<file path="src/rtl/debug_uart_pkg.sv">
// Shared constants for the debug UART command controller: state codes, opcodes,
// register indices and the frame checksum helper.
package debug_uart_pkg;

    typedef logic [2:0] state_t;

    localparam state_t ST_IDLE      = 3'd0;
    localparam state_t ST_DECODE    = 3'd1;
    localparam state_t ST_LOAD      = 3'd2;
    localparam state_t ST_SEND      = 3'd3;
    localparam state_t ST_WAIT_DONE = 3'd4;

    localparam logic [3:0] OP_READ   = 4'h0;
    localparam logic [3:0] OP_STREAM = 4'h1;
    localparam logic [3:0] OP_STOP   = 4'h2;
    localparam logic [3:0] OP_DUMP   = 4'h3;

    localparam int NUM_REGS = 8;

    localparam logic [2:0] IDX_MAIN      = 3'd0;
    localparam logic [2:0] IDX_CAN       = 3'd1;
    localparam logic [2:0] IDX_CAN_MUX   = 3'd2;
    localparam logic [2:0] IDX_OSC_TRIM  = 3'd3;
    localparam logic [2:0] IDX_ELINK_TRA = 3'd4;
    localparam logic [2:0] IDX_ELINK_REC = 3'd5;
    localparam logic [2:0] IDX_SPI       = 3'd6;
    localparam logic [2:0] IDX_DEC10B    = 3'd7;

    localparam logic [7:0] HDR_DEFAULT = 8'hA5;
    localparam logic [7:0] ERR_DEFAULT = 8'hEE;

    function automatic logic [7:0] xor_bytes(input logic [63:0] words);
        logic [7:0] acc;
        acc = '0;
        for (int i = 0; i < NUM_REGS; i++) begin
            acc = acc ^ words[8*i +: 8];
        end
        return acc;
    endfunction

endpackage

</file>
<file path="src/rtl/debug_uart_cmd_fifo.sv">
// One-deep pending command buffer; a write while full (and not being popped)
// is dropped and flagged as overrun in the same cycle.
module debug_uart_cmd_fifo (
    input  logic       clk_uart,
    input  logic       rst,
    input  logic       wr,
    input  logic [7:0] wr_byte,
    input  logic       pop,
    output logic       valid,
    output logic [7:0] rd_byte,
    output logic       overrun
);

    assign overrun = wr && valid && !pop;

    always_ff @(posedge clk_uart or posedge rst) begin
        if (rst) begin
            valid   <= 1'b0;
            rd_byte <= '0;
        end else if (wr && (!valid || pop)) begin
            valid   <= 1'b1;
            rd_byte <= wr_byte;
        end else if (pop) begin
            valid <= 1'b0;
        end
    end

endmodule

</file>
<file path="src/rtl/debug_uart_cmd_ctrl.sv">
// Debug UART command controller: decodes command bytes and drives the
// transmitter handshake for single reads, periodic streaming and framed dumps.
//
// state      | meaning
// IDLE       | waiting for a pending command or a stream tick
// DECODE     | pop command / sample status, set up the response
// LOAD       | present the next response byte on out_tx_byte
// SEND       | wait for transmitter idle, pulse out_tx_dv
// WAIT_DONE  | wait for in_tx_done, with timeout
module debug_uart_cmd_ctrl
    import debug_uart_pkg::*;
#(
    parameter int         CLKS_PER_BIT  = 87,
    parameter int         STREAM_PERIOD = 16384,
    parameter logic [7:0] HDR_BYTE      = HDR_DEFAULT,
    parameter logic [7:0] ERR_BYTE      = ERR_DEFAULT
) (
    input  logic        clk_uart,
    input  logic        rst,
    input  logic        in_rx_dv,
    input  logic [7:0]  in_rx_byte,
    input  logic [63:0] in_status_vec,
    output logic        out_tx_dv,
    output logic [7:0]  out_tx_byte,
    input  logic        in_tx_active,
    input  logic        in_tx_done,
    output logic [7:0]  out_register_status,
    output logic        out_busy,
    output logic        out_cmd_err,
    output logic        out_overrun,
    output logic        out_streaming
);

    localparam int TMO_CYCLES = 12 * CLKS_PER_BIT;
    localparam int TW = $clog2(TMO_CYCLES);
    localparam int PW = $clog2(STREAM_PERIOD);
    localparam logic [TW-1:0] TMO_LOAD = TW'(TMO_CYCLES - 1);
    localparam logic [PW-1:0] PER_LOAD = PW'(STREAM_PERIOD - 1);

    state_t        state;
    logic          fifo_wr, fifo_pop, fifo_valid;
    logic [7:0]    fifo_byte;
    logic          stop_cmd, illegal, start_stream, tick;
    logic [3:0]    op, idx;
    logic          streaming, tick_pending, src_tick, dump_mode, resp_is_data;
    logic [2:0]    stream_idx, dump_idx;
    logic [7:0]    resp_byte, load_byte;
    logic          load_is_data;
    logic [3:0]    bytes_left;
    logic [63:0]   frame;
    logic [PW-1:0] period_cnt;
    logic [TW-1:0] tmo_cnt;

    // Stop never queues behind other commands so it can cut a stream at once.
    assign stop_cmd     = in_rx_dv && (in_rx_byte[7:4] == OP_STOP);
    assign fifo_wr      = in_rx_dv && !stop_cmd;
    assign fifo_pop     = (state == ST_DECODE) && !src_tick;
    assign op           = fifo_byte[7:4];
    assign idx          = fifo_byte[3:0];
    assign illegal      = !(op == OP_READ || op == OP_STREAM || op == OP_DUMP) ||
                          (op != OP_DUMP && idx[3]);
    assign start_stream = fifo_pop && !illegal && (op == OP_STREAM);
    assign tick         = streaming && (period_cnt == '0);
    assign dump_idx     = 3'(4'd9 - bytes_left);

    assign out_busy      = (state != ST_IDLE);
    assign out_streaming = streaming;

    debug_uart_cmd_fifo u_fifo (
        .clk_uart (clk_uart),
        .rst      (rst),
        .wr       (fifo_wr),
        .wr_byte  (in_rx_byte),
        .pop      (fifo_pop),
        .valid    (fifo_valid),
        .rd_byte  (fifo_byte),
        .overrun  (out_overrun)
    );

    // Dump frame: bytes_left 10 is the header, 9..2 the registers, 1 the checksum.
    always_comb begin
        load_byte    = resp_byte;
        load_is_data = resp_is_data;
        if (dump_mode) begin
            if (bytes_left == 4'd10) begin
                load_byte    = HDR_BYTE;
                load_is_data = 1'b0;
            end else if (bytes_left == 4'd1) begin
                load_byte    = xor_bytes(frame);
                load_is_data = 1'b0;
            end else begin
                load_byte    = frame[{dump_idx, 3'b000} +: 8];
                load_is_data = 1'b1;
            end
        end
    end

    always_ff @(posedge clk_uart or posedge rst) begin
        if (rst) begin
            streaming    <= 1'b0;
            tick_pending <= 1'b0;
            stream_idx   <= '0;
            period_cnt   <= '0;
        end else begin
            if (start_stream)
                period_cnt <= PER_LOAD;
            else if (streaming)
                period_cnt <= tick ? PER_LOAD : period_cnt - 1'b1;

            if (stop_cmd)
                streaming <= 1'b0;
            else if (start_stream)
                streaming <= 1'b1;

            if (start_stream)
                stream_idx <= idx[2:0];

            if (stop_cmd || start_stream)
                tick_pending <= 1'b0;
            else if (tick)
                tick_pending <= 1'b1;
            else if (state == ST_DECODE && src_tick)
                tick_pending <= 1'b0;
        end
    end

    always_ff @(posedge clk_uart or posedge rst) begin
        if (rst) begin
            state               <= ST_IDLE;
            src_tick            <= 1'b0;
            dump_mode           <= 1'b0;
            resp_is_data        <= 1'b0;
            resp_byte           <= '0;
            bytes_left          <= '0;
            frame               <= '0;
            tmo_cnt             <= '0;
            out_tx_dv           <= 1'b0;
            out_tx_byte         <= '0;
            out_register_status <= '0;
            out_cmd_err         <= 1'b0;
        end else begin
            out_tx_dv   <= 1'b0;
            out_cmd_err <= 1'b0;
            case (state)
                ST_IDLE: begin
                    if (fifo_valid || fifo_wr) begin
                        src_tick <= 1'b0;
                        state    <= ST_DECODE;
                    end else if (tick_pending) begin
                        src_tick <= 1'b1;
                        state    <= ST_DECODE;
                    end
                end
                ST_DECODE: begin
                    dump_mode    <= 1'b0;
                    bytes_left   <= 4'd1;
                    resp_is_data <= 1'b1;
                    state        <= ST_LOAD;
                    if (src_tick) begin
                        resp_byte <= in_status_vec[{stream_idx, 3'b000} +: 8];
                    end else if (illegal) begin
                        resp_byte    <= ERR_BYTE;
                        resp_is_data <= 1'b0;
                        out_cmd_err  <= 1'b1;
                    end else if (op == OP_DUMP) begin
                        frame      <= in_status_vec;
                        dump_mode  <= 1'b1;
                        bytes_left <= 4'd10;
                    end else begin
                        resp_byte <= in_status_vec[{idx[2:0], 3'b000} +: 8];
                    end
                end
                ST_LOAD: begin
                    out_tx_byte <= load_byte;
                    if (load_is_data)
                        out_register_status <= load_byte;
                    state <= ST_SEND;
                end
                ST_SEND: begin
                    if (!in_tx_active) begin
                        out_tx_dv <= 1'b1;
                        tmo_cnt   <= TMO_LOAD;
                        state     <= ST_WAIT_DONE;
                    end
                end
                ST_WAIT_DONE: begin
                    if (in_tx_done) begin
                        bytes_left <= bytes_left - 1'b1;
                        state      <= (bytes_left > 4'd1) ? ST_LOAD : ST_IDLE;
                    end else if (tmo_cnt == '0) begin
                        out_cmd_err <= 1'b1;
                        state       <= ST_IDLE;
                    end else begin
                        tmo_cnt <= tmo_cnt - 1'b1;
                    end
                end
                default: state <= ST_IDLE;
            endcase
        end
    end

endmodule

</file>
<file path="config.mk">
export PLATFORM = sky130hd
export DESIGN_NAME = debug_uart_cmd_ctrl
export DESIGN_NICKNAME = d
export VERILOG_FILES = /design/src/rtl/debug_uart_pkg.sv /design/src/rtl/debug_uart_cmd_fifo.sv /design/src/rtl/debug_uart_cmd_ctrl.sv
export SDC_FILE = /design/constraint.sdc
export NUM_CORES = 1
export LEC_CHECK = 0
export ABC_AREA = 1
export CAP_MARGIN = 20
export CORE_ASPECT_RATIO = 1.4
export CORE_MARGIN = 2
export CORE_UTILIZATION = 60
export CTS_CLUSTER_SIZE = 28
export DETAILED_ROUTE_END_ITERATION = 7
export PLACE_DENSITY = 0.85
export SYNTH_ARGS = -nofsm -noshare
export SYNTH_HDL_FRONTEND = slang
export SYNTH_SLANG_ARGS = --single-unit
</file>
<file path="constraint.sdc">
create_clock -name clk_uart -period 13.2 [get_ports clk_uart]
set_clock_uncertainty 0.1 [all_clocks]
set_input_delay 3.96 -clock clk_uart [delete_from_list [all_inputs] [get_ports clk_uart]]
set_output_delay 3.96 -clock clk_uart [all_outputs]
set_load 0.05 [all_outputs]
</file>
* Word level (Yosys, flattened, before mapping)
Cells that the tools add are included.
** Storage, ports and cells
- Input bits :: 77
- Output and inout port bits :: 21
- Register bits after elaboration :: 139
** Cells by class
- Equal/unequal tests :: 17
- Shift-type cells :: 3
- Bitwise gates (word level) :: 9
- Mux-type cells :: 49
- Reduce and logical (&&, ||, !) cells :: 42
- Add/sub/neg operators :: 4
- $lt $le $gt $ge :: 1
** Operator list (count)
- $shiftx A64 B7 Y8 :: 3
- $xor A8 B8 Y8 :: 7
- $mux W8 :: 6
- $mux W14 :: 3
- $mux W11 :: 3
- $mux W1 :: 23
- $pmux W11 S2 :: 1
- $mux W4 :: 4
- $mux W3 :: 5
- $pmux W3 S5 :: 1
- $logic_not A14 Y1 :: 1
- $sub A14 B1 Y14 const B :: 1
- $reduce_bool A2 Y1 :: 6
- $logic_and A1 B1 Y1 :: 11
- $logic_not A11 Y1 :: 1
- $sub A11 B1 Y11 const B :: 1
- $ne A3 B3 Y1 const B :: 3
- $eq A4 B1 Y1 const B :: 2
- $eq A4 B2 Y1 const B :: 2
- $ne A2 B2 Y1 const B :: 4
- $pmux W4 S2 :: 1
- $reduce_and A2 Y1 :: 4
- $reduce_and A4 Y1 :: 2
- $eq A3 B2 Y1 const B :: 2
- other kinds (16) :: 28

* Logic depth before layout (Yosys ltp)
Gate-level depths: netlist (run 1).
- Depth in word-level cells :: 10
- Gate-level depth with buffers :: 14

* Hierarchy
Synthesis (run 1) repeated with hierarchy kept, for this count alone.
** Unflattened totals
- Cells, all modules :: 1175
- Area, all modules :: 8627.0 µm²
** By module, submodules not included
- debug_uart_cmd_ctrl :: seq. area each 3253.1 µm², area each 8189.1 µm², cells each 1133, times used 1
- debug_uart_cmd_fifo :: seq. area each 225.2 µm², area each 437.9 µm², cells each 42, times used 1

* Worst setup path before layout (run 1)
Ideal clock, no wire load.
- Path kind :: input to output
- From :: input in_rx_byte[6]
- To :: output out_overrun
- Data required time :: 9.140 ns
- Stages :: 4
- Slack :: 4.289 ns
- Path buffers :: 0
- Arrival time :: 4.851 ns
- Path through :: inv_1 nand4_1 nand2_1 nor2_1
** Between the ends
- Word-level cells in the longest chain between the ends :: 6
** RTL lines
- start: declaration :: RTL line debug_uart_cmd_ctrl.sv:21 : input logic [7:0] in_rx_byte,
- $eq A4 B2 Y1 :: RTL line debug_uart_cmd_ctrl.sv:55 : assign stop_cmd = in_rx_dv && (in_rx_byte[7:4] == OP_STOP);
- $logic_and A1 B1 Y1 :: RTL line debug_uart_cmd_ctrl.sv:55
- $logic_not A1 Y1 :: RTL line debug_uart_cmd_ctrl.sv:56 : assign fifo_wr = in_rx_dv && !stop_cmd;
- $logic_and A1 B1 Y1 :: RTL line debug_uart_cmd_ctrl.sv:56
- $logic_and A1 B1 Y1 (2 in series) :: RTL line debug_uart_cmd_fifo.sv:14 : assign overrun = wr && valid && !pop;
- end: declaration :: RTL line debug_uart_cmd_ctrl.sv:30 : output logic out_overrun,
Every way passes these cells.

* Worst setup path in the final report (run 1)
Ends and elaborated chain as after synthesis.

==> summary.txt, run 1 <==
Die width -> 104.0 µm
Non-filler cells, final -> 1437
Reg2reg end -> out_tx_byte[2]
Die Ht -> 144.0 µm
Sequential share of the synthesized area -> 0.4138
Layout cells sized above 1 -> 0.05591
CTS max path bufs -> 2
Synthesis-to-layout area growth -> 20.38%
Placed insts -> 1405
Clock sinks -> 139
Std-Cell Rows -> 51
Worst setup SP type -> primary input
PostCTS Resize Cnt -> 0
Routed len/inst -> 16.59 µm
Initial antenna violation count -> 0
Min-delay src -> out_register_status[0]
Starting Density -> 0.6098
CTS tree -> built
Register area -> 0.003478 mm²
Final setup viols -> 0
Clock latency on the worst-skew pair -> 430 ps
Routability-driven placement congestion ratio -> 0.8846
Via density -> 5.772
R2r startpoint -> bytes_left[1]
Antenna diodes -> 0
Cells after Synth -> 1164
Status -> complete, no violations
H-tree depth -> 4
Mapped Nets -> 1249
Tot Pwr -> 2.638 mW
Worst-case reg-to-reg path depth -> 10
Final Hold Fails -> 0
Synth Flop Type -> dfrtp_1
CP max FO -> 3
Aggregate global-route resource usage -> 0.3290
Setup bufs post-CTS -> 0
CTS root buf -> clkbuf_16
Post-DP HPWL -> 16510 µm
Asr flop ratio synth -> 1.000
Port-buffer cells -> 97
Area post-placement -> 0.009482 mm²
Pre-CTS setup slack -> 3537 ps
Max-cap violations -> 0
Drt first pass iters -> 5
CTS Hold Bufs -> 0
Fmax -> 103.6 MHz
Antenna Nets Post-Route -> 0
Hold EP -> out_register_status[0]
Clk slew on worst S/H paths -> 60 ps
Hold depth -> 2
CP arrival -> 5590 ps
Req. time, crit path -> 9140 ps
Yosys top cell by area -> dfrtp_1
Grt ovf -> 0
Vias in the first global route -> 8096
Die area -> 0.01499 mm²
DRC -> 0
CTS buffer count -> 17
Synth area leaders -> dfrtp_1, nand2_1, o21ai_0, nand3_1, inv_1
Worst-Margin Slew -> 1034 ps
Vias -> 8295
FF-to-FF setup slack -> 9360 ps
Total wire length -> 23840 µm
Top Ports -> 98
Synth warn -> 0
Filler cells -> 1080
Final Instance Area -> 0.01012 mm²
First-pass GRT wire length -> 38590 µm
Synthesized cell area -> 0.008406 mm²
P_leak -> 4.791 nW
Power Dens Cells -> 260.8 mW/mm²
Footprint of the multi-input gates -> 0.004199 mm²
Unrepaired setup endpoints after global routing -> false
Crit Path Category -> primary input to primary output
Syn_area_per_cell -> 7.221 µm²
Fin crit share -> 0.7313
Worst hold path class -> register to register
Core area -> 0.01378 mm²
Final Net Count -> 1324
Tmin final -> 9654 ps
Setup TNS -> 0 ps
Post-synth EDFFs -> 0
IR drop worst, VDD -> 0.0001847 V
Flops & latches, synth -> 139
Initial DRC Count -> 730
Max Slew Vio Count -> 0
Slew margin rel. -> 0.3081
Final WS setup -> 3546 ps
Share of the synthesized area in the top cell type -> 0.4138
Largest net degree at the start of global routing -> 116
Netlist cell types -> 36
Crit end category -> primary output
Most common cell in the synthesized netlist -> nand2_1
Most frequent cells after synthesis -> nand2_1, o21ai_0, dfrtp_1
-- sequential cells by signal, indices dropped and copies added (netlist names), 3 cells and up --
name / count
tmo_cnt: 11
stream_idx: 3
period_cnt: 14
frame: 64
state: 3
resp_byte: 8
out_tx_byte: 8
bytes_left: 4
u_fifo.rd_byte: 8
out_register_status: 8
-- cell usage in the layout, fill, tap and decap left out, types with 8 or more instances in the layout --
cell type / n
nand3_1: 111
o211ai_1: 28
clkdlybuf4s50_1: 97
xor2_1: 18
clkinv_1: 9
xnor2_1: 20
inv_1: 133
dfrtp_1: 139
nand2_1: 273
o21ai_0: 151
clkbuf_16: 17
nor2_1: 70
a31oi_1: 10
mux2_2: 12
a21oi_1: 76
ha_1: 8
-- layout make-up --
class,count,area share
Inverter,147,0.05503
Clock buffer,22,0.04687
Clock inverter,10,0.01608
Multi-Input combinational cell,831,0.4150
Sequential cell,139,0.3438
Timing Repair Buffer,103,0.1004
Tap cell,185,0.02288
-- power by group --
| group | internal, mW | leakage, nW | switching, mW |
|---|---|---|---|
| clock network | 0.331 | 0.307 | 0.181 |
| registers | 0.615 | 1.61 | 0.196 |
| logic | 0.476 | 2.87 | 0.840 |
-- cells by family (layout without fill, tap and decap cells) --
family | Yosys count | in the layout | share of synthesized area
and+or+nand+nor | 490 | 490 | 0.2490
AOI/OAI and AO/OA | 283 | 283 | 0.1826
buffers and inverters | 194 | 282 | 0.08693
DFF | 139 | 139 | 0.4138
xor gates and xnor gates | 38 | 38 | 0.03960
muxes | 12 | 12 | 0.01608
adders and majority gates | 8 | 8 | 0.01191
-- worst max-delay path, cell delays in order --
cell	delay (ps)
clkdlybuf4s50_1	450
inv_1	40
nand4_1	130
nand2_1	100
nor2_1	110
clkdlybuf4s50_1	800
-- layer usage --
metal	global-route usage	vias to the layer above	routed length [µm]
li1	-	3995	-
met1	0.3817	3810	8953
met2	0.5686	393	11810
met3	0.06580	97	1900
met4	0.1949	0	1174
met5	0	-	0
-- through the flow --
step / utilization / hold WS, ps
finish: 0.7341 / 379.3
global route: 0.7341 / 398.1
CTS: 0.7341 / 383.1
detailed placement: 0.6879 / 367.8
global placement: 0.6879 / 362.4
floorplan: - / 351.5
-- worst max-delay path by stage --
stage,slack (ps),endpoint,from,depth (start not counted)
finish,3550,out_overrun,in_rx_byte[6],6
global route,3410,out_overrun,in_rx_byte[6],6
CTS,3540,out_overrun,in_rx_byte[6],6
detailed placement,3540,out_overrun,in_rx_byte[6],6
global placement,3550,out_overrun,in_rx_byte[6],6
floorplan,4290,out_overrun,in_rx_byte[6],4
No activity file was read; power rests on OpenSTA's default activity.
==> inputs of run 2 (changes only) <==
--- a/config.mk
+++ b/config.mk
@@ -9,10 +9,10 @@
 export CAP_MARGIN = 20
 export CORE_ASPECT_RATIO = 1.4
 export CORE_MARGIN = 2
-export CORE_UTILIZATION = 60
+export CORE_UTILIZATION = 57
 export CTS_CLUSTER_SIZE = 28
 export DETAILED_ROUTE_END_ITERATION = 7
-export PLACE_DENSITY = 0.85
+export PLACE_DENSITY = 0.81
 export SYNTH_ARGS = -nofsm -noshare
 export SYNTH_HDL_FRONTEND = slang
 export SYNTH_SLANG_ARGS = --single-unit
==> constraint.sdc (replaced) <==
create_clock -name clk_uart -period 9.8 [get_ports clk_uart]
set_clock_uncertainty 0.1 [all_clocks]
set_input_delay 2.94 -clock clk_uart [delete_from_list [all_inputs] [get_ports clk_uart]]
set_output_delay 2.94 -clock clk_uart [all_outputs]
set_load 0.05 [all_outputs]
==> run 2 against run 1 <==
  * Clock power is 52% higher
  * Via count is 1.7% higher
  * Sequential cell count stayed put
  * Power is 39% higher
  * Sequential share of layout area is 0.40 points lower
  * Register-to-register slack worse by 3600 ps
  * Utilization is 2.5 points lower
  * Largest power group unchanged
  * Highest routed layer unchanged
==> summary.txt, run 2 (synthesis results as in run 1) <==
Req. time, crit path -> 6760 ps
Final Net Count -> 1325
CTS root buf -> clkbuf_16
Setup bufs post-CTS -> 0
Clock latency on the worst-skew pair -> 430 ps
Unrepaired setup endpoints after global routing -> false
Max Slew Vio Count -> 0
Crit end category -> primary output
Final Hold Fails -> 0
Drt first pass iters -> 7
Routed len/inst -> 16.98 µm
Slowest CP cell -> clkdlybuf4s50_1
Ordered cell list for the critical path -> clkdlybuf4s50_1 -> inv_1 -> nand4_1 -> nand2_1 -> nor2_1 -> clkdlybuf4s50_1
Via density -> 5.850
Clock sinks -> 139
Die Ht -> 147.7 µm
CTS buffer count -> 17
Pre-CTS setup slack -> 2047 ps
Layout cells sized above 1 -> 0.05746
Antenna diodes -> 0
Vias -> 8436
WHS -> 375.6 ps
Fin crit share -> 0.7892
Grt ovf -> 0
Std-Cell Rows -> 52
Footprint of the multi-input gates -> 0.004204 mm²
Antenna Nets Post-Route -> 0
Die width -> 106.6 µm
Min-delay src -> out_register_status[1]
Initial DRC Count -> 670
H-tree depth -> 4
Worst-Margin Slew -> 1077 ps
Tmin final -> 7735 ps
Power Dens Cells -> 357.8 mW/mm²
Core area -> 0.01444 mm²
Slew margin rel. -> 0.2821
Routability-driven placement congestion ratio -> 0.9406
Crit-path most repeated cell -> clkdlybuf4s50_1
Biggest registers after layout -> frame: 64 flops, period_cnt: 14 flops, tmo_cnt: 11 flops
CTS tree -> built
Synthesis-to-layout area growth -> 21.81%
Worst hold path class -> register to register
Crit Path Category -> primary input to primary output
Setup TNS -> 0 ps
Final setup viols -> 0
CTS max path bufs -> 2
Max reg flops -> 64
Die area -> 0.01575 mm²
Most frequent cells in the layout -> nand2_1, o21ai_0, dfrtp_1, inv_1, nand3_1
Worst setup SP type -> primary input
Vias in the first global route -> 8231
Slowest stage delay, CP -> 800 ps
Filler cells -> 1178
Post-DP HPWL -> 16820 µm
P_leak -> 4.860 nW
R2r startpoint -> bytes_left[1]
Aggregate global-route resource usage -> 0.3239
Fmax -> 129.3 MHz
Largest reg by FF count -> frame
Top Ports -> 98
Clk slew on worst S/H paths -> 60 ps
Largest net degree at the start of global routing -> 116
DRC -> 0
First-pass GRT wire length -> 40000 µm
Critical path origin -> in_rx_byte[6]
CTS Hold Bufs -> 0
Total wire length -> 24490 µm
Status -> complete, no violations
Final WS setup -> 2065 ps
IR drop worst, VDD -> 0.0002406 V
CP arrival -> 4690 ps
Area post-placement -> 0.009484 mm²
Port-buffer cells -> 97
CP max FO -> 3
PostCTS Resize Cnt -> 0
Initial antenna violation count -> 0
Register area -> 0.003478 mm²
Most common cell after layout, fill and taps aside -> nand2_1
Starting Density -> 0.5819
Max-cap violations -> 0
Final Instance Area -> 0.01024 mm²
-- run 2: cell count changes in the layout (fill, tap and decap cells not counted) --
cell,before,now
bufinv_16,4,7
buf_12,0,1
buf_16,0,1
buf_4,6,5
clkbuf_1,2,1
clkinv_4,1,0
clkinvlp_4,2,1
nand2_2,3,2
nand2_4,0,1
-- run 2: worst paths after layout --
kind	to	slack [ps]	depth (start not counted)
worst max-delay path	out_overrun	2070	6
min in group asynchronous	frame[36]	2830	2
worst min-delay path	out_register_status[1]	380	2
worst max register to register	out_tx_byte[4]	5770	11
max in group asynchronous	frame[14]	5770	4
worst min register to register	out_register_status[1]	380	2
-- run 2: layer usage --
metal,track usage,up-vias,share of wire
met2,0.5366,446,0.49
met3,0.06746,74,0.081
met4,0.1578,0,0.038
met1,0.4020,3924,0.39
li1,-,3992,-
met5,0,-,0
-- run 2: report_power, final --
group	internal, mW	switching [mW]
Sequential	0.827	0.286
Clock	0.523	0.254
Combinational	0.644	1.13
Total	1.99	1.67
-- run 2: worst max-delay path, delay by kind of cell --
kind	cells	cell delay, ps
buffers and inverters	3	1290
AND/OR/NAND/NOR	3	460
-- run 2: through the flow --
stage	total power, mW	util	instances
finish	3.664	0.7089	1442
global route	3.924	0.7089	1442
CTS	3.623	0.7056	1440
detailed placement	2.827	0.6566	1408
global placement	2.770	0.6566	1408
floorplan	2.347	-	1164
-- run 2: cell type report --
class,count,area share
multi-input cells,831,0.4106
flip-flops and latches,139,0.3397
repair buffers,104,0.1031
inverters,147,0.05438
clock buffers,21,0.04595
clock inverters,11,0.02310
well taps,189,0.02310
